===== src/rtl/sc_fifo_af_ae_pkg.sv =====
// Shared defaults and flag bundle for the interpolator sample FIFO.
// The flag struct keeps the four status bits together as one registered word.
package sc_fifo_af_ae_pkg;

    localparam int unsigned DATA_WIDTH_DEF = 32;
    localparam int unsigned ADDR_WIDTH_DEF = 3;

    typedef struct packed {
        logic empty;
        logic full;
        logic almost_full;
        logic almost_empty;
    } fifo_flags_t;

    localparam fifo_flags_t FLAGS_RESET = '{
        empty:        1'b1,
        full:         1'b0,
        almost_full:  1'b0,
        almost_empty: 1'b1
    };

endpackage


===== src/rtl/sc_fifo_af_ae_if.sv =====
// Handshake, threshold and status bundle between a sample producer/consumer and the FIFO.
// The master side drives requests and margins; the slave side is the FIFO itself.
interface sc_fifo_af_ae_if
    import sc_fifo_af_ae_pkg::*;
#(
    parameter int DATA_WIDTH = DATA_WIDTH_DEF,
    parameter int ADDR_WIDTH = ADDR_WIDTH_DEF
) ();

    logic                  Write_enable_i;
    logic                  Read_enable__i;
    logic [ADDR_WIDTH-1:0] differenceAF_i;
    logic [ADDR_WIDTH-1:0] differenceAE_i;
    logic [DATA_WIDTH-1:0] data_input___i;
    logic [DATA_WIDTH-1:0] data_output__o;
    logic                  Empty_Indica_o;
    logic                  Full_Indicat_o;
    logic                  Almost_Full__o;
    logic                  Almost_Empty_o;

    modport master (
        output Write_enable_i,
        output Read_enable__i,
        output differenceAF_i,
        output differenceAE_i,
        output data_input___i,
        input  data_output__o,
        input  Empty_Indica_o,
        input  Full_Indicat_o,
        input  Almost_Full__o,
        input  Almost_Empty_o
    );

    modport slave (
        input  Write_enable_i,
        input  Read_enable__i,
        input  differenceAF_i,
        input  differenceAE_i,
        input  data_input___i,
        output data_output__o,
        output Empty_Indica_o,
        output Full_Indicat_o,
        output Almost_Full__o,
        output Almost_Empty_o
    );

endinterface


===== src/rtl/sc_fifo_af_ae_ram.sv =====
// Simple dual-port RAM: synchronous write, registered read with a resettable output register.
// The storage array itself is never reset so it can map onto block RAM.
module fifo_dp_ram
    import sc_fifo_af_ae_pkg::*;
#(
    parameter int DATA_WIDTH = DATA_WIDTH_DEF,
    parameter int ADDR_WIDTH = ADDR_WIDTH_DEF
) (
    input  logic                  clk,
    input  logic                  rst_n,
    input  logic                  wr_en,
    input  logic [ADDR_WIDTH-1:0] wr_addr,
    input  logic [DATA_WIDTH-1:0] wr_data,
    input  logic                  rd_en,
    input  logic [ADDR_WIDTH-1:0] rd_addr,
    output logic [DATA_WIDTH-1:0] rd_data
);

    localparam int DEPTH = 2 ** ADDR_WIDTH;

    logic [DATA_WIDTH-1:0] mem [0:DEPTH-1];
    logic [DATA_WIDTH-1:0] rd_data_d;
    logic [DATA_WIDTH-1:0] rd_data_q;

    always_ff @(posedge clk) begin
        if (wr_en) begin
            mem[wr_addr] <= wr_data;
        end
    end

    // Output holds its last value whenever no read is taken.
    always_comb begin
        rd_data_d = rd_data_q;
        if (rd_en) begin
            rd_data_d = mem[rd_addr];
        end
    end

    always_ff @(posedge clk or negedge rst_n) begin
        if (!rst_n) begin
            rd_data_q <= '0;
        end else begin
            rd_data_q <= rd_data_d;
        end
    end

    assign rd_data = rd_data_q;

endmodule


===== src/rtl/sc_fifo_af_ae.sv =====
// Single-clock FIFO with full/empty and run-time programmable almost-full/almost-empty flags.
// Pointers carry one extra wrap bit so full and empty are distinguishable without a counter.
module sc_fifo_af_ae
    import sc_fifo_af_ae_pkg::*;
#(
    parameter int DATA_WIDTH = DATA_WIDTH_DEF,
    parameter int ADDR_WIDTH = ADDR_WIDTH_DEF
) (
    input  logic                clk,
    input  logic                rst_async_la_i,
    sc_fifo_af_ae_if.slave      bus
);

    localparam int                  DEPTH   = 2 ** ADDR_WIDTH;
    localparam logic [ADDR_WIDTH:0] DEPTH_P = (ADDR_WIDTH + 1)'(DEPTH);

    logic [ADDR_WIDTH:0] wr_ptr_d, wr_ptr_q;
    logic [ADDR_WIDTH:0] rd_ptr_d, rd_ptr_q;
    logic [ADDR_WIDTH:0] count_d;
    logic [ADDR_WIDTH:0] af_thresh;
    fifo_flags_t         flags_d, flags_q;
    logic                wr_ok;
    logic                rd_ok;

    // Requests are qualified against the registered flags, independently of each other.
    assign wr_ok = bus.Write_enable_i & ~flags_q.full;
    assign rd_ok = bus.Read_enable__i & ~flags_q.empty;

    always_comb begin
        wr_ptr_d  = wr_ptr_q;
        rd_ptr_d  = rd_ptr_q;
        if (wr_ok) begin
            wr_ptr_d = wr_ptr_q + 1'b1;
        end
        if (rd_ok) begin
            rd_ptr_d = rd_ptr_q + 1'b1;
        end
    end

    // Flags come from the next-state occupancy so they line up with the pointers after the edge.
    always_comb begin
        count_d   = wr_ptr_d - rd_ptr_d;
        af_thresh = DEPTH_P - {1'b0, bus.differenceAF_i};
        flags_d   = FLAGS_RESET;
        flags_d.empty        = (count_d == '0);
        flags_d.full         = (count_d == DEPTH_P);
        flags_d.almost_full  = (count_d >= af_thresh);
        flags_d.almost_empty = (count_d <= {1'b0, bus.differenceAE_i});
    end

    always_ff @(posedge clk or negedge rst_async_la_i) begin
        if (!rst_async_la_i) begin
            wr_ptr_q <= '0;
            rd_ptr_q <= '0;
            flags_q  <= FLAGS_RESET;
        end else begin
            wr_ptr_q <= wr_ptr_d;
            rd_ptr_q <= rd_ptr_d;
            flags_q  <= flags_d;
        end
    end

    fifo_dp_ram #(
        .DATA_WIDTH (DATA_WIDTH),
        .ADDR_WIDTH (ADDR_WIDTH)
    ) u_ram (
        .clk     (clk),
        .rst_n   (rst_async_la_i),
        .wr_en   (wr_ok),
        .wr_addr (wr_ptr_q[ADDR_WIDTH-1:0]),
        .wr_data (bus.data_input___i),
        .rd_en   (rd_ok),
        .rd_addr (rd_ptr_q[ADDR_WIDTH-1:0]),
        .rd_data (bus.data_output__o)
    );

    assign bus.Empty_Indica_o = flags_q.empty;
    assign bus.Full_Indicat_o = flags_q.full;
    assign bus.Almost_Full__o = flags_q.almost_full;
    assign bus.Almost_Empty_o = flags_q.almost_empty;

endmodule


===== src/flat_wrapper.sv =====
// flat-port wrapper written by rule: the top's interface ports become plain ports
module sc_fifo_af_ae_flat import sc_fifo_af_ae_pkg::*;
#(
    parameter int DATA_WIDTH = DATA_WIDTH_DEF,
    parameter int ADDR_WIDTH = ADDR_WIDTH_DEF
)
  (clk, rst_async_la_i, bus_Write_enable_i, bus_Read_enable__i, bus_differenceAF_i, bus_differenceAE_i, bus_data_input___i, bus_data_output__o, bus_Empty_Indica_o, bus_Full_Indicat_o, bus_Almost_Full__o, bus_Almost_Empty_o);
  sc_fifo_af_ae_if #(.DATA_WIDTH(DATA_WIDTH), .ADDR_WIDTH(ADDR_WIDTH)) bus_i ();
  input  logic clk;
  input  logic rst_async_la_i;
  input wire logic [$bits(bus_i.Write_enable_i)-1:0] bus_Write_enable_i;
  input wire logic [$bits(bus_i.Read_enable__i)-1:0] bus_Read_enable__i;
  input wire logic [$bits(bus_i.differenceAF_i)-1:0] bus_differenceAF_i;
  input wire logic [$bits(bus_i.differenceAE_i)-1:0] bus_differenceAE_i;
  input wire logic [$bits(bus_i.data_input___i)-1:0] bus_data_input___i;
  output wire logic [$bits(bus_i.data_output__o)-1:0] bus_data_output__o;
  output wire logic [$bits(bus_i.Empty_Indica_o)-1:0] bus_Empty_Indica_o;
  output wire logic [$bits(bus_i.Full_Indicat_o)-1:0] bus_Full_Indicat_o;
  output wire logic [$bits(bus_i.Almost_Full__o)-1:0] bus_Almost_Full__o;
  output wire logic [$bits(bus_i.Almost_Empty_o)-1:0] bus_Almost_Empty_o;
  assign bus_i.Write_enable_i = bus_Write_enable_i;
  assign bus_i.Read_enable__i = bus_Read_enable__i;
  assign bus_i.differenceAF_i = bus_differenceAF_i;
  assign bus_i.differenceAE_i = bus_differenceAE_i;
  assign bus_i.data_input___i = bus_data_input___i;
  assign bus_data_output__o = bus_i.data_output__o;
  assign bus_Empty_Indica_o = bus_i.Empty_Indica_o;
  assign bus_Full_Indicat_o = bus_i.Full_Indicat_o;
  assign bus_Almost_Full__o = bus_i.Almost_Full__o;
  assign bus_Almost_Empty_o = bus_i.Almost_Empty_o;
  sc_fifo_af_ae #(.DATA_WIDTH(DATA_WIDTH), .ADDR_WIDTH(ADDR_WIDTH)) u_core (.clk(clk), .rst_async_la_i(rst_async_la_i), .bus(bus_i));
endmodule

===== config.mk =====
export PLATFORM = sky130hd
export DESIGN_NAME = sc_fifo_af_ae_flat
export DESIGN_NICKNAME = d
export VERILOG_FILES = /design/src/rtl/sc_fifo_af_ae_pkg.sv /design/src/rtl/sc_fifo_af_ae_if.sv /design/src/rtl/sc_fifo_af_ae_ram.sv /design/src/rtl/sc_fifo_af_ae.sv /design/src/flat_wrapper.sv
export SDC_FILE = /design/constraint.sdc
export NUM_CORES = 1
export LEC_CHECK = 0
export CORE_ASPECT_RATIO = 0.7
export CORE_MARGIN = 2
export CORE_UTILIZATION = 45
export DETAILED_ROUTE_END_ITERATION = 8
export PLACE_DENSITY_LB_ADDON = 0.08
export SYNTH_ARGS = -nofsm -noshare
export SYNTH_HDL_FRONTEND = slang
export SYNTH_SLANG_ARGS = --single-unit

===== constraint.sdc =====
create_clock -name clk -period 4.2 [get_ports clk]
set_clock_uncertainty 0.05 [all_clocks]
set_input_delay 1.26 -clock clk [delete_from_list [all_inputs] [get_ports clk]]
set_output_delay 1.26 -clock clk [all_outputs]
set_load 0.01 [all_outputs]

Word-level counts from Yosys, hierarchy flattened
Memory sizes are Yosys's and may differ from the RTL's. A register that Yosys moved wholly into a read port is not among the register bits.
Cells that the tools add are included.
{ "word_totals": {"register_bits": 12, "ramBits": 256, "out_inout_bits": 36, "memories": 1} }
{ "classes": {"addsub": 4, "order_cmp": 2, "eq_ne": 1, "n_mux": 4, "bitwise_logic": 4, "reduce_logical": 2} }
{ "memory_table": {"columns": ["name", "depth", "word_bits", "read_ports", "rd_ports_with_merged_regs", "write_ports", "line", "rtl"], "rows": [
  ["u_core.u_ram.mem", 8, 32, 1, 1, 1, "sc_fifo_af_ae_ram.sv:21", "logic [DATA_WIDTH-1:0] mem [0:DEPTH-1];"]
]} }
{ "op_table": {"columns": ["operator", "n"], "rows": [
  ["$add A4 B1 Y4 const B", 2],
  ["$mux W4", 2],
  ["$eq A4 B4 Y1 const B", 1],
  ["$ge A4 B4 Y1", 1],
  ["$le A4 B3 Y1", 1],
  ["$logic_not A4 Y1", 1],
  ["$sub A4 B3 Y4 const A", 1],
  ["$sub A4 B4 Y4", 1],
  ["$and A1 B1 Y1", 2],
  ["$mux W1", 2],
  ["$not A1 Y1", 2],
  ["$logic_not A1 Y1", 1]
]} }

Longest topological paths before layout
{ "logic_depth": {"depth_word": 5, "depth_mapped": 12, "mapped_depth_nobuf": 12} }

Modules after synthesis
From an unflattened synthesis, not the netlist that was laid out.
{ "hier_totals": {"hier_cells": 710, "hier_area_um2": 12079.1} }
{ "modules_own_cells": {"columns": ["mod", "instances", "cells_each", "area_each_um2"], "rows": [
  ["fifo_dp_ram", 1, 635, 11254.5],
  ["sc_fifo_af_ae", 1, 75, 824.5]
]} }

Worst setup path before layout
Ideal clock, no wire load.
{ "synth_timing": {"path_kind": "input -> register", "startpoint": "in bus_Write_enable_i", "endpoint": "mem u_core.u_ram.mem[0][0] (netlist name), enable pin", "setup_ps": 461, "t_arrival_ps": 3746, "setup_slack_ps": -57, "path_stages": 3, "n_path_buf": 0, "cell_sequence": "nor2b_1 > nand2b_1 > nor3_1"} }
{ "synth_between": {"elab_chain_len": 3} }
{ "synth_rtl": {"columns": ["item", "line", "rtl"], "rows": [
  ["from (decl)", "flat_wrapper.sv:11", "input wire logic [$bits(bus_i.Write_enable_i)-1:0] bus_Write_enable_i;"],
  ["$and A1 B1 Y1", "sc_fifo_af_ae.sv:26", "assign wr_ok = bus.Write_enable_i & ~flags_q.full;"],
  ["$mux W1", "sc_fifo_af_ae_ram.sv:26", "if (wr_en) begin"],
  ["$mux W1 (not written as such)", "sc_fifo_af_ae_ram.sv:27", "mem[wr_addr] <= wr_data;"],
  ["to (decl)", "sc_fifo_af_ae_ram.sv:21", null]
]} }
No other way between the ends.

==> results.ini <==
[global_route]
grt-ovfl-total=0
grt_pass1_vias=5861
grtUsageTotal_pct=17.6
grt_max_degree=67
grt_pass1_wl_um=35100
antenna_found_initial=0

[finish]
final_common_cell=edfxtp_1
multi_input_area_um2=2620
syn_to_final_growth_pct=18.6
drive_gt1_share_pct=21.1
final_cell_mix=edfxtp_1, clkdlybuf4s50_1, mux4_2, dfrtp_1, nand2_1
diodes=0
stdcell_count=1007
register_area_um2=8800
fill_cells=1955
final_util_pct=54.8
nets=715

[place]
port_buffers=77
gp_congestion=0.724
placed_cells=955
dpl.hpwl_um=12400

[clocking]
cts_root_buffer=clkbuf_16
cts-resized-gates=0
post_cts_buffers=0
cts_buffers=28
cts_tree=built
ctsLongestPathBuffers=3
cts_hold_buf=0
clk_pin_slew_worst_paths_ns=0.07
cts_sinks=300
clk_latency_ns=0.53
h-tree-depth=1

[routing]
drt_pass1_iterations=4
antenna_left=0
viasPerCell=5.39
num_vias=5423
drc=0
drt_iter0_drc=383
wl_per_cell_um=22.7
drt_wl_total_um=22800

[synthesis]
synth_edf_count=256
ys_top_cells_by_area=edfxtp_1, mux4_2, dfrtp_1
yosys.area_share.xor_xnor_pct=0.814
synth_top_family_by_area=multiplexers
synth_top_area_cell=edfxtp_1
ys.flop_type=edfxtp_1
yosysWarnings=0
synthCells=561
synthAdderAreaFrac_pct=1.57
synth_compound_area_share_pct=1.73
synth-simple-area-share_pct=2.54
synth-seq-cells=300
muxShareOfSynthArea_pct=15.6
synth_cell_types=36
synth_seq_area_share_pct=76.2
synth_nets=616
syn_area_per_cell_um2=20.6
synth_top_cell_area_share_pct=66.7
synth-async-reset-ratio_pct=14.7
syn-cell-area_um2=11500

[floorplanning]
die_area_um2=26900
start_util_pct=46.3
rows=48
ios=78
die_w_um=195
fp.coreArea_um2=24900
die_y_um=138

[run]
drv_cap=0

[timing]
rsz0062_at_grt=false
period_needed_ns=3.54
final-setup-viol-count=0
fin_tns_setup_ns=0
period_share_pct=84.3
hold_viol=0
slew_headroom_pct=33.3
max_freq_ghz=0.282
finalMaxSlewViolations=0
tightest_slew_ns=1.00

[min_path]
hold_class=flop to flop
whs_path_depth=2

[critical_path]
criticalPathCategory=input port to flop
worst-path-buf-inv=3
reg2reg_depth=10
crit_fanout=3
crit_path_max_incr_delay_ns=0.55
start_kind=input port
crit_path_end_kind=flop
crit_required_ns=4.57
path_depth=13
cp_slowest_cell=clkdlybuf4s50_1
crit_path_cell_trace=clkdlybuf4s50_1 -> nor2b_1 -> nand2b_1 -> nand2_1 -> inv_1 -> ha_1 -> fa_1 -> xor2_1 -> inv_1 -> ha_1 -> nor2_1 -> a21oi_1 -> maj3_2
cp_top_family=adder cells
cp_data_arrival_time_ns=3.91

[pwr]
peakVddDrop_uv=341
p_leak_nw=4.68
power_density_nw_per_um2=693

[run_status]
status=finished clean

through the flow:
step                      setup WS [ns]  hold WS, ns  cell area, µm²  total power [mW]
after CTS                         0.650        0.439           13700              9.63
after floorplan                   0.121        0.421           11500              6.14
after detailed placement         0.0959        0.424           12800              7.22
after global routing              0.487        0.462           13700              10.0
after global placement            0.166        0.418           12800              7.14
final                             0.659        0.429           13700              9.47
cells by family (layout without fill, tap and decap cells):
group,after synthesis,after routing
muxes,99,99
adders and majority gates,14,14
AOI/OAI and AO/OA,39,39
DFF,300,300
and+or+nand+nor,62,62
buffers and inverters,39,160
xor gates and xnor gates,8,8
state kept, by name (all words and copies together) (netlist names), named ones only:
| name | count |
|---|---|
| u_core.bus.Almost_Empty_o | 1 |
| u_core.u_ram.rd_data | 32 |
| u_core.u_ram.mem | 256 |
| u_core.bus.Almost_Full__o | 1 |
| u_core.rd_ptr_q | 3 |
| u_core.wr_ptr_q | 4 |
| u_core.bus.Empty_Indica_o | 1 |
| u_core.bus.Full_Indicat_o | 1 |
cell usage after synthesis (2+ instances only):
| cell | n |
|---|---|
| nor2_1 | 9 |
| o21ai_1 | 32 |
| dfrtp_1 | 42 |
| dfstp_2 | 2 |
| edfxtp_1 | 256 |
| inv_1 | 14 |
| nand2b_1 | 5 |
| buf_1 | 4 |
| ha_1 | 12 |
| xor2_1 | 3 |
| mux2i_1 | 33 |
| clkbuf_1 | 8 |
| buf_2 | 7 |
| mux4_2 | 64 |
| mux2_2 | 2 |
| a21oi_1 | 3 |
| xnor2_1 | 3 |
| buf_4 | 6 |
| nor3_1 | 2 |
| nand2_1 | 36 |
| o21ai_0 | 2 |
| nand3_1 | 2 |
final cells by class:
class	count	share of cell area [%]
Sequential cell	300	64.4
Inverter	14	0.384
Clock buffer	41	5.78
Clock inverter	11	0.641
Multi-Input combinational cell	222	19.1
Tap cell	325	2.97
Timing Repair Buffer	94	6.72
final timing paths:
path	from	end	slack [ns]
setup / recovery	bus_Write_enable_i	u_core.bus.Almost_Full__o$_DFF_PN0_	0.66
hold / removal	u_core.u_ram.rd_data[28]$_DFFE_PN0N_	u_core.u_ram.rd_data[28]$_DFFE_PN0N_	0.43
setup reg to reg	u_core.rd_ptr_q[0]$_DFF_PN0_	u_core.bus.Almost_Full__o$_DFF_PN0_	1.13
hold reg to reg	u_core.u_ram.rd_data[28]$_DFFE_PN0N_	u_core.u_ram.rd_data[28]$_DFFE_PN0N_	0.43
max in group asynchronous	rst_async_la_i	u_core.rd_ptr_q[0]$_DFF_PN0_	3.03
min in group asynchronous	rst_async_la_i	u_core.u_ram.rd_data[5]$_DFFE_PN0N_	0.68
tightest hold or removal path: stages (launching register included):
cell and delay, ns:
dfrtp_1 0.34, nand2_1 0.05, o21ai_1 0.06
metal layers:
| metal | global-route usage, % | vias to the layer above | wire [µm] |
|---|---|---|---|
| met5 | 0 | - | 0 |
| met3 | 2.63 | 29 | 883 |
| li1 | - | 2432 | - |
| met2 | 30.0 | 116 | 11100 |
| met4 | 3.77 | 0 | 376 |
| met1 | 24.5 | 2846 | 10500 |
report_power, final:
part | internal (mW) | total, mW | switching [mW]
clock network | 1.37 | 2.41 | 1.04
logic | 1.51 | 3.02 | 1.50
registers | 3.80 | 4.05 | 0.251
total | 6.68 | 9.47 | 2.80
Power figures use the tool's default switching activity.
